==> src/rtl/mips_defs.sv <==
// Shared definitions for the multicycle MIPS core: IR field positions,
// opcode constants and the fetch-stage state encoding.
package mips_defs;

   localparam int OPCODE_HI = 31;
   localparam int OPCODE_LO = 26;
   localparam int RS_HI     = 25;
   localparam int RS_LO     = 21;
   localparam int RT_HI     = 20;
   localparam int RT_LO     = 16;
   localparam int RD_HI     = 15;
   localparam int RD_LO     = 11;
   localparam int SHAMT_HI  = 10;
   localparam int SHAMT_LO  = 6;
   localparam int FUNCT_HI  = 5;
   localparam int FUNCT_LO  = 0;
   localparam int IMM_HI    = 15;
   localparam int IMM_LO    = 0;
   localparam int JADDR_HI  = 25;
   localparam int JADDR_LO  = 0;

   localparam logic [5:0] OP_RTYPE = 6'h00;
   localparam logic [5:0] OP_J     = 6'h02;
   localparam logic [5:0] OP_BEQ   = 6'h04;
   localparam logic [5:0] OP_LW    = 6'h23;
   localparam logic [5:0] OP_SW    = 6'h2B;

   localparam logic [31:0] RESET_PC_DEFAULT = 32'h0000_0000;

   typedef enum logic [1:0] {
      IDLE = 2'd0,
      REQ  = 2'd1,
      ERR  = 2'd2
   } fetch_state_t;

endpackage

==> src/rtl/ir_decode.sv <==
// Combinational field splitter for a MIPS instruction word; shared by the
// fetch stage and the trace/debug unit.
module ir_decode
   import mips_defs::*;
(
   input  logic [31:0] ir,
   output logic [5:0]  opcode,
   output logic [4:0]  rs,
   output logic [4:0]  rt,
   output logic [4:0]  rd,
   output logic [4:0]  shamt,
   output logic [5:0]  funct,
   output logic [15:0] imm_16,
   output logic [25:0] jaddr
);

   assign opcode = ir[OPCODE_HI:OPCODE_LO];
   assign rs     = ir[RS_HI:RS_LO];
   assign rt     = ir[RT_HI:RT_LO];
   assign rd     = ir[RD_HI:RD_LO];
   assign shamt  = ir[SHAMT_HI:SHAMT_LO];
   assign funct  = ir[FUNCT_HI:FUNCT_LO];
   assign imm_16 = ir[IMM_HI:IMM_LO];
   assign jaddr  = ir[JADDR_HI:JADDR_LO];

endmodule

==> src/rtl/ifetch_ir.sv <==
// Fetch stage and instruction register: owns the PC, runs the req/ack read
// to instruction memory, latches the returned word and decodes it.
//
// state | meaning
// IDLE  | waiting for fetch_en; pc_we redirects the PC here
// REQ   | read outstanding, mem_req/mem_addr held until ack or timeout
// ERR   | ack timed out; terminal until rst
module ifetch_ir
   import mips_defs::*;
#(
   parameter logic [31:0] RESET_PC = RESET_PC_DEFAULT,
   parameter logic [7:0]  MAX_WAIT = 8'd255
) (
   input  logic        clk,
   input  logic        rst,
   input  logic        fetch_en,
   input  logic        pc_we,
   input  logic [31:0] pc_next,
   output logic        mem_req,
   output logic [31:0] mem_addr,
   input  logic        mem_ack,
   input  logic [31:0] mem_rdata,
   output logic [31:0] ir,
   output logic        ir_valid,
   output logic [5:0]  opcode,
   output logic [4:0]  rs,
   output logic [4:0]  rt,
   output logic [4:0]  rd,
   output logic [4:0]  shamt,
   output logic [5:0]  funct,
   output logic [15:0] imm_16,
   output logic [25:0] jaddr,
   output logic [31:0] pc,
   output logic [31:0] pc_plus4,
   output logic        busy,
   output logic        fetch_err
);

   fetch_state_t state, state_nxt;
   logic [7:0]   wait_cnt;
   logic         redir_pend;
   logic         do_fetch, do_accept, do_discard, do_redir, do_timeout;

   always_ff @(posedge clk or posedge rst) begin
      if (rst) state <= IDLE;
      else     state <= state_nxt;
   end

   always_comb begin
      state_nxt  = state;
      do_fetch   = 1'b0;
      do_accept  = 1'b0;
      do_discard = 1'b0;
      do_redir   = 1'b0;
      do_timeout = 1'b0;
      case (state)
         IDLE: begin
            if (pc_we) begin
               do_redir = 1'b1;
            end else if (fetch_en) begin
               do_fetch  = 1'b1;
               state_nxt = REQ;
            end
         end
         REQ: begin
            do_redir = pc_we;
            if (mem_ack) begin
               state_nxt = IDLE;
               // a redirect seen at any point during the read makes the word stale
               if (redir_pend || pc_we) do_discard = 1'b1;
               else                     do_accept  = 1'b1;
            end else if (wait_cnt == MAX_WAIT - 8'd1) begin
               do_timeout = 1'b1;
               state_nxt  = ERR;
            end
         end
         ERR:     state_nxt = ERR;
         default: state_nxt = IDLE;
      endcase
   end

   always_ff @(posedge clk or posedge rst) begin
      if (rst) begin
         pc         <= RESET_PC;
         ir         <= 32'h0;
         ir_valid   <= 1'b0;
         mem_req    <= 1'b0;
         mem_addr   <= 32'h0;
         fetch_err  <= 1'b0;
         wait_cnt   <= 8'h0;
         redir_pend <= 1'b0;
      end else begin
         if (do_redir)       pc <= pc_next & ~32'd3;
         else if (do_accept) pc <= mem_addr + 32'd4;

         if (do_accept) ir <= mem_rdata;

         if (do_accept)                ir_valid <= 1'b1;
         else if (do_fetch || do_redir) ir_valid <= 1'b0;

         if (do_fetch) begin
            mem_req  <= 1'b1;
            mem_addr <= pc;
         end else if (do_accept || do_discard || do_timeout) begin
            mem_req  <= 1'b0;
         end

         if (do_timeout) fetch_err <= 1'b1;

         if (do_fetch)                      wait_cnt <= 8'h0;
         else if (state == REQ && !mem_ack) wait_cnt <= wait_cnt + 8'd1;

         if (do_fetch || do_accept || do_discard) redir_pend <= 1'b0;
         else if (do_redir && state == REQ)       redir_pend <= 1'b1;
      end
   end

   assign pc_plus4 = pc + 32'd4;
   assign busy     = (state == REQ);

   ir_decode u_ir_decode (
      .ir     (ir),
      .opcode (opcode),
      .rs     (rs),
      .rt     (rt),
      .rd     (rd),
      .shamt  (shamt),
      .funct  (funct),
      .imm_16 (imm_16),
      .jaddr  (jaddr)
   );

endmodule

==> config.mk <==
export PLATFORM = sky130hd
export DESIGN_NAME = ifetch_ir
export DESIGN_NICKNAME = d
export VERILOG_FILES = /design/src/rtl/mips_defs.sv /design/src/rtl/ir_decode.sv /design/src/rtl/ifetch_ir.sv
export SDC_FILE = /design/constraint.sdc
export NUM_CORES = 1
export LEC_CHECK = 0
export CORE_MARGIN = 8
export CORE_UTILIZATION = 46
export CTS_CLUSTER_SIZE = 30
export DETAILED_ROUTE_END_ITERATION = 16
export PLACE_DENSITY = 0.87
export SETUP_SLACK_MARGIN = 0.2
export SYNTH_ARGS = -nofsm -noshare
export SYNTH_HDL_FRONTEND = slang
export SYNTH_SLANG_ARGS = --single-unit
==> constraint.sdc <==
create_clock -name clk -period 12.8 [get_ports clk]
set_input_delay 3.84 -clock clk [delete_from_list [all_inputs] [get_ports clk]]
set_output_delay 3.84 -clock clk [all_outputs]
set_load 0.05 [all_outputs]
==> results by group, run 1 <==
Synthesis
  • Synth top area share: 0.452
  • Synth area leaders: dfrtp_1 45%, buf_4 9.4%, nand2_1 8.4%
  • Post-synth EDFFs: 0
  • Mux cell area share after synthesis: 0.0574
  • Synth Area in Adders: 0.00822
  • YS warnings: 0
  • Mapped Cells: 643
  • Synth Area in Compound Gates: 0.0635
  • Asr flop ratio synth: 1.00
  • Post-Synth XOR/XNOR Area: 0.0849
  • Largest family of logic cells by synthesized area: simple AND/OR/NAND/NOR gates
  • Cell taking the most area after synthesis: dfrtp_1
  • Post-synthesis simple-gate area fraction: 0.209
  • Avg Inst Size Synth: 9.46 sq um
  • Mapped Area: 6090 sq um
  • Top_reg_cell synth: dfrtp_1
  • Post-synthesis sequential area ratio: 0.452
  • Net Count, Synth: 716
  • Distinct cells, synth: 45
  • Yosys reg bits: 110

Critical path
  • Crit Reg-Reg Startpoint: state[1]
  • R2R cell count: 6
  • Worst reg2reg endpoint: pc[11]
  • Setup slack, reg-to-reg: 10.67 ns
  • Crit Path Class: reg -> out
  • Worst Setup End Kind: primary output
  • Required @ worst endpoint: 8.96 ns
  • Critical Path Source Type: flop
  • CP Max Fanout: 6
  • Crit path DAT: 3.05 ns

Drt
  • Routed WL: 19.9 mm
  • DRC viols: 0
  • 1st-iter DRT viols: 352
  • Remaining antenna violation count: 0
  • Vias: 5394
  • WL per Instance: 19.7 um
  • 1st-pass router iterations: 5
  • Vias/cell: 5.35

STA
  • Final min period: 6.89 ns
  • Rel. slew slack: 0.455
  • Final Hold Vio Count: 0
  • Fmax: 0.145 GHz
  • Slew @ Worst Pin: 0.817 ns
  • Final setup fails: 0
  • Crit share post-route: 0.539
  • Layout Skew: 0.00860 ns
  • Worst hold margin: 0.504 ns
  • RSZ-0062 raised after global routing: no
  • Final setup TNS: 0 ns
  • Max-slew violation count: 0

Power
  • Total power: 2.17 mW
  • Max VDD drop: 132 uV
  • Leakage: 3.59 nW
  • Pwr dens: 251 nW/um^2

Cells and area
  • Final net count: 900
  • Footprint of the multi-input gates: 2590 sq um
  • Most frequent cells in the layout: 272 x clkdlybuf4s50_1, 137 x nand2_1, 110 x dfrtp_1, 31 x mux2_2, 31 x xnor2_1
  • N_diodes: 0
  • Sequential cell area: 2750 sq um
  • Area grow syn2layout: 42.3%
  • Layout cell share with drive strength beyond 1: 0.0769
  • Final core occ: 0.662
  • # fillers: 1010
  • Commonest non-fill, non-tap cell in the layout: clkdlybuf4s50_1
  • Final cell count without fillers: 1008

Die
  • Die Wd: 131 um
  • Full die area: 17200 sq um
  • I/O Pins: 275
  • Die H: 131 um
  • Core Rows: 42
  • Initial Utilization: 0.465
  • Core Area: 13100 sq um

Hold path
  • Type of the most critical hold path: reg -> reg
  • Worst min-delay path startpoint: mem_addr[1]
  • Hold Crit Endpoint: pc[1]
  • Hold Path Depth: 2

Clock network
  • Root Buffer: clkbuf_16
  • Worst-Skew Late Latency: 0.35 ns
  • Clk buf depth: 2
  • Post_cts resized: 0
  • H-tree Lvls: 3
  • Hold buffer count at cts: 0
  • Post-CTS setup buffers: 0
  • TritonCTS clock tree: done
  • Cts bufs inserted: 9
  • Clock Sinks: 110
  • Clock transition at path regs: 0.07 ns

Placement
  • DP HPWL: 14.6 mm
  • Placed cells: 992
  • Gp weighted congestion: 0.843
  • Port bufs: 272

GRT
  • Initial antenna violation count: 0
  • First-pass GRT wire length: 29.9 mm
  • Largest net degree at the start of global routing: 66
  • Global route overflow: 0
  • Vias in the first global route: 5486
  • Total GRT Usage: 0.226

Job
  • Max cap viols: 0

Run status
  • Status: finished clean
==> power by group <==
group | total [mW] | leakage [nW] | switching, mW | internal (mW)
Sequential | 0.578 | 1.35 | 0.140 | 0.438
Clock | 0.286 | 0.146 | 0.124 | 0.162
Combinational | 1.31 | 2.09 | 0.891 | 0.419
Total | 2.17 | 3.59 | 1.15 | 1.02
==> kinds of logic (layout without fill, tap and decap cells) <==
logic type,Yosys count,in the layout
and+or+nand+nor,260,260
AOI/OAI and AO/OA,68,68
muxes,31,31
xor gates and xnor gates,59,59
adders and majority gates,4,4
DFF,110,110
buffers and inverters,111,300
==> layout make-up <==
| type | count | share of cell area |
|---|---|---|
| repair buffers | 278 | 0.320 |
| clock buffers | 13 | 0.0301 |
| inverters | 6 | 0.00289 |
| clock inverters | 3 | 0.00491 |
| well taps | 176 | 0.0254 |
| flip-flops and latches | 110 | 0.318 |
| multi-input cells | 422 | 0.299 |
==> through the flow <==
| step | area [sq um] | setup WS [ns] |
|---|---|---|
| floorplan | 6090 | 6.06 |
| global placement | 8360 | 6.30 |
| detailed placement | 8360 | 6.28 |
| CTS | 8660 | 5.89 |
| global route | 8660 | 5.75 |
| finish | 8660 | 5.91 |
==> how the worst max path moves through the flow <==
stage,slack [ns],cells past startpoint,start,to
after floorplan,6.06,1,rst,fetch_err
after global placement,6.30,6,pc[19],pc_plus4[27]
after detailed placement,6.28,6,pc[19],pc_plus4[27]
after CTS,5.89,6,pc[19],pc_plus4[27]
after global routing,5.75,6,pc[17],pc_plus4[27]
final,5.91,6,pc[19],pc_plus4[31]
==> flip-flops by register name (all words and copies together) (netlist names), 2 cells and up <==
register  cells
state         2
ir           32
pc           32
mem_addr     32
wait_cnt      8
==> per-layer routing <==
layer | global-route usage | up-vias | share of wire | wire, um
met1 | 0.270 | 2656 | 0.39 | 7670
li1 | - | 2473 | - | -
met5 | 0 | - | 0 | 0
met2 | 0.382 | 234 | 0.50 | 9990
met3 | 0.0556 | 31 | 0.087 | 1720
met4 | 0.0912 | 0 | 0.025 | 501
==> synthesized netlist by cell type (16+ instances only) <==
cell type and count:
nand2_1 137, dfrtp_1 110, buf_4 76, mux2_2 31, xnor2_1 31, xor2_1 28
a21oi_1 27, nand3_1 24, nand4_1 22, and3_1 20, nor2_1 19, o21ai_0 18
clkbuf_1 16
==> critical path: stages (launching register included) <==
cell and delay, ns:
dfrtp_1 0.48, and4_1 0.31, and4_1 0.40, and3_1 0.33, nand3_1 0.14, xnor2_1 0.19, clkdlybuf4s50_1 0.84
Power figures use the tool's default switching activity.
==> inputs of run 2 (changes only) <==
--- a/config.mk
+++ b/config.mk
@@ -6,10 +6,10 @@
 export NUM_CORES = 1
 export LEC_CHECK = 0
 export CORE_MARGIN = 8
-export CORE_UTILIZATION = 46
+export CORE_UTILIZATION = 38
 export CTS_CLUSTER_SIZE = 30
 export DETAILED_ROUTE_END_ITERATION = 16
-export PLACE_DENSITY = 0.87
+export PLACE_DENSITY = 0.77
 export SETUP_SLACK_MARGIN = 0.2
 export SYNTH_ARGS = -nofsm -noshare
 export SYNTH_HDL_FRONTEND = slang
==> constraint.sdc (replaced) <==
create_clock -name clk -period 5.6 [get_ports clk]
set_input_delay 1.68 -clock clk [delete_from_list [all_inputs] [get_ports clk]]
set_output_delay 1.68 -clock clk [all_outputs]
set_load 0.05 [all_outputs]
==> results by group, run 2 (same netlist as run 1, synthesis figures left out) <==
Clock network
  • Post_cts resized: 0 (unchanged)
  • Hold buffer count at cts: 0 (unchanged)
  • Clock transition at path regs: 0.07 ns (about the same)
  • H-tree Lvls: 3 (unchanged)
  • TritonCTS clock tree: done
  • Post-CTS setup buffers: 0 (unchanged)
  • Cts bufs inserted: 9 (unchanged)
  • Clock Sinks: 110 (unchanged)
  • Clk buf depth: 2 (unchanged)
  • Worst-Skew Late Latency: 0.35 ns (about the same)
  • Root Buffer: clkbuf_16

Cells and area
  • # fillers: 1441 (+43%)
  • Biggest registers after layout: ir (32), mem_addr (32), pc (32)
  • N_diodes: 0 (unchanged)
  • Final net count: 902 (+0.22%)
  • Layout cell share with drive strength beyond 1: 0.0758 (-0.00111)
  • Commonest non-fill, non-tap cell in the layout: clkdlybuf4s50_1
  • Most frequent cells in the layout: 272 x clkdlybuf4s50_1, 137 x nand2_1, 110 x dfrtp_1, 31 x mux2_2, 31 x xnor2_1
  • Area grow syn2layout: 42.4% (about the same)

Die
  • Die H: 143 um (+8.8%)
  • Initial Utilization: 0.386 (-0.0792)
  • I/O Pins: 275 (unchanged)
  • Die Wd: 143 um (+8.8%)
  • Full die area: 20300 sq um (+18%)
  • Core Rows: 46 (+9.5%)
  • Core Area: 15800 sq um (+21%)

Critical path
  • Stages on worst setup path: 6 (unchanged)
  • Family with the most delay on the worst path: simple AND/OR/NAND/NOR gates
  • Slowest CP cell: clkdlybuf4s50_1
  • Largest stage delay on the critical path: 0.85 ns (about the same)
  • Worst Setup End Kind: primary output
  • Setup slack, reg-to-reg: 3.36 ns (-7.31 ns)
  • Worst reg2reg endpoint: pc[15]
  • Crit path to: pc_plus4[31]
  • CP dominant cell by count: and4_1
  • Critical Path Source Type: flop
  • CP Max Fanout: 6 (unchanged)
  • Required @ worst endpoint: 3.92 ns (-5.04 ns)
  • Crit path buffers/inverters: 1 (unchanged)
  • CP Launch Point: pc[19]
  • R2R cell count: 5 (-1)
  • CP Cell Sequence: and4_1 > and4_1 > and3_1 > nand3_1 > xnor2_1 > clkdlybuf4s50_1
  • Crit Reg-Reg Startpoint: state[1]
  • Crit Path Class: reg -> out
  • Crit path DAT: 3.06 ns (about the same)

Drt
  • 1st-iter DRT viols: 248 (-30%)
  • Vias/cell: 5.04 (-5.9%)
  • Vias: 5274 (-2.2%)
  • Remaining antenna violation count: 0 (unchanged)
  • WL per Instance: 19.1 um (-3.4%)
  • DRC viols: 0 (unchanged)
  • Routed WL: 19.9 mm (+0.38%)
  • 1st-pass router iterations: 4 (-1)

STA
  • RSZ-0062 raised after global routing: no
  • Final setup margin: 0.863 ns (-5.04 ns)
  • Final min period: 4.74 ns
  • Final setup fails: 0 (unchanged)
  • Layout Skew: 0.00609 ns (-0.00251 ns)
  • Final setup TNS: 0 ns (unchanged)
  • Final Hold Vio Count: 0 (unchanged)
  • Slew @ Worst Pin: 0.681 ns (-0.137 ns)
  • Max-slew violation count: 0 (unchanged)
  • Fmax: 0.211 GHz
  • Crit share post-route: 0.846
  • Rel. slew slack: 0.546 (+0.0911)

Power
  • Leakage: 3.57 nW (-0.51%)
  • Pwr dens: 563 nW/um^2 (+120%)
  • Max VDD drop: 368 uV (+180%)

Job
  • Max cap viols: 0 (unchanged)

Placement
  • Port bufs: 272 (unchanged)
  • Gp weighted congestion: 0.847 (+0.55%)
  • Dpl ws: 1.23 ns (-5.06 ns)
  • DP HPWL: 15.0 mm (+2.7%)

GRT
  • Largest net degree at the start of global routing: 58 (-12%)
  • Total GRT Usage: 0.190 (-0.0361)
  • Vias in the first global route: 5075 (-7.5%)
  • First-pass GRT wire length: 30.1 mm (+0.95%)
  • Initial antenna violation count: 0 (unchanged)
  • Global route overflow: 0 (unchanged)

Hold path
  • Type of the most critical hold path: reg -> reg

Run status
  • Status: finished clean
==> run 2: cell count changes in the layout (fill, tap and decap cells not counted) <==
cell	before	now
bufinv_16	1	0
buf_4	6	8
clkbuf_8	2	0
==> run 2: layer usage <==
metal	up-vias	GRT usage	wire length [um]	share of wire
met3	18	0.0486	1710	0.086
li1	2475	-	-	-
met1	2563	0.233	8180	0.41
met5	-	0	0	0
met4	0	0.0576	293	0.015
met2	218	0.320	9770	0.49
==> run 2: how the worst min path moves through the flow <==
stage,start,endpoint,slack [ns],depth (start not counted)
floorplan,state[0],state[1],0.47,1
global placement,fetch_err,fetch_err,0.45,1
detailed placement,fetch_err,fetch_err,0.45,1
CTS,fetch_err,fetch_err,0.48,1
global route,fetch_err,fetch_err,0.50,1
finish,fetch_err,fetch_err,0.48,1
==> run 2: where the power goes <==
group          leakage, nW  total (mW)  internal, mW  switching [mW]
Clock                0.117       0.572         0.294           0.277
Sequential            1.35        1.31          1.00           0.308
Combinational         2.10        3.00         0.960            2.04
Total                 3.57        4.88          2.26            2.62
==> run 2: final cells by class <==
cell class	count	area (sq um)	area share
clock buffer	11	233	0.0269
tap	216	270	0.0312
sequential	110	2750	0.318
timing repair buffer	280	2780	0.321
clock inverter	2	12.5	0.00144
inverter	6	25.0	0.00289
multi-input combinational	422	2590	0.299
==> run 2: per-stage QoR <==
stage / std cells / hold WS (ns) / power [mW] / util / cell area (sq um)
6_report: 1047 / 0.479 / 4.88 / 0.550 / 8670
5_1_grt: 1047 / 0.496 / 5.08 / 0.550 / 8670
4_1_cts: 1047 / 0.482 / 4.92 / 0.550 / 8670
3_5_place_dp: 1034 / 0.451 / 4.34 / 0.534 / 8420
3_3_place_gp: 1034 / 0.453 / 4.32 / 0.534 / 8420
2_1_floorplan: 643 / 0.474 / 3.51 / - / 6090
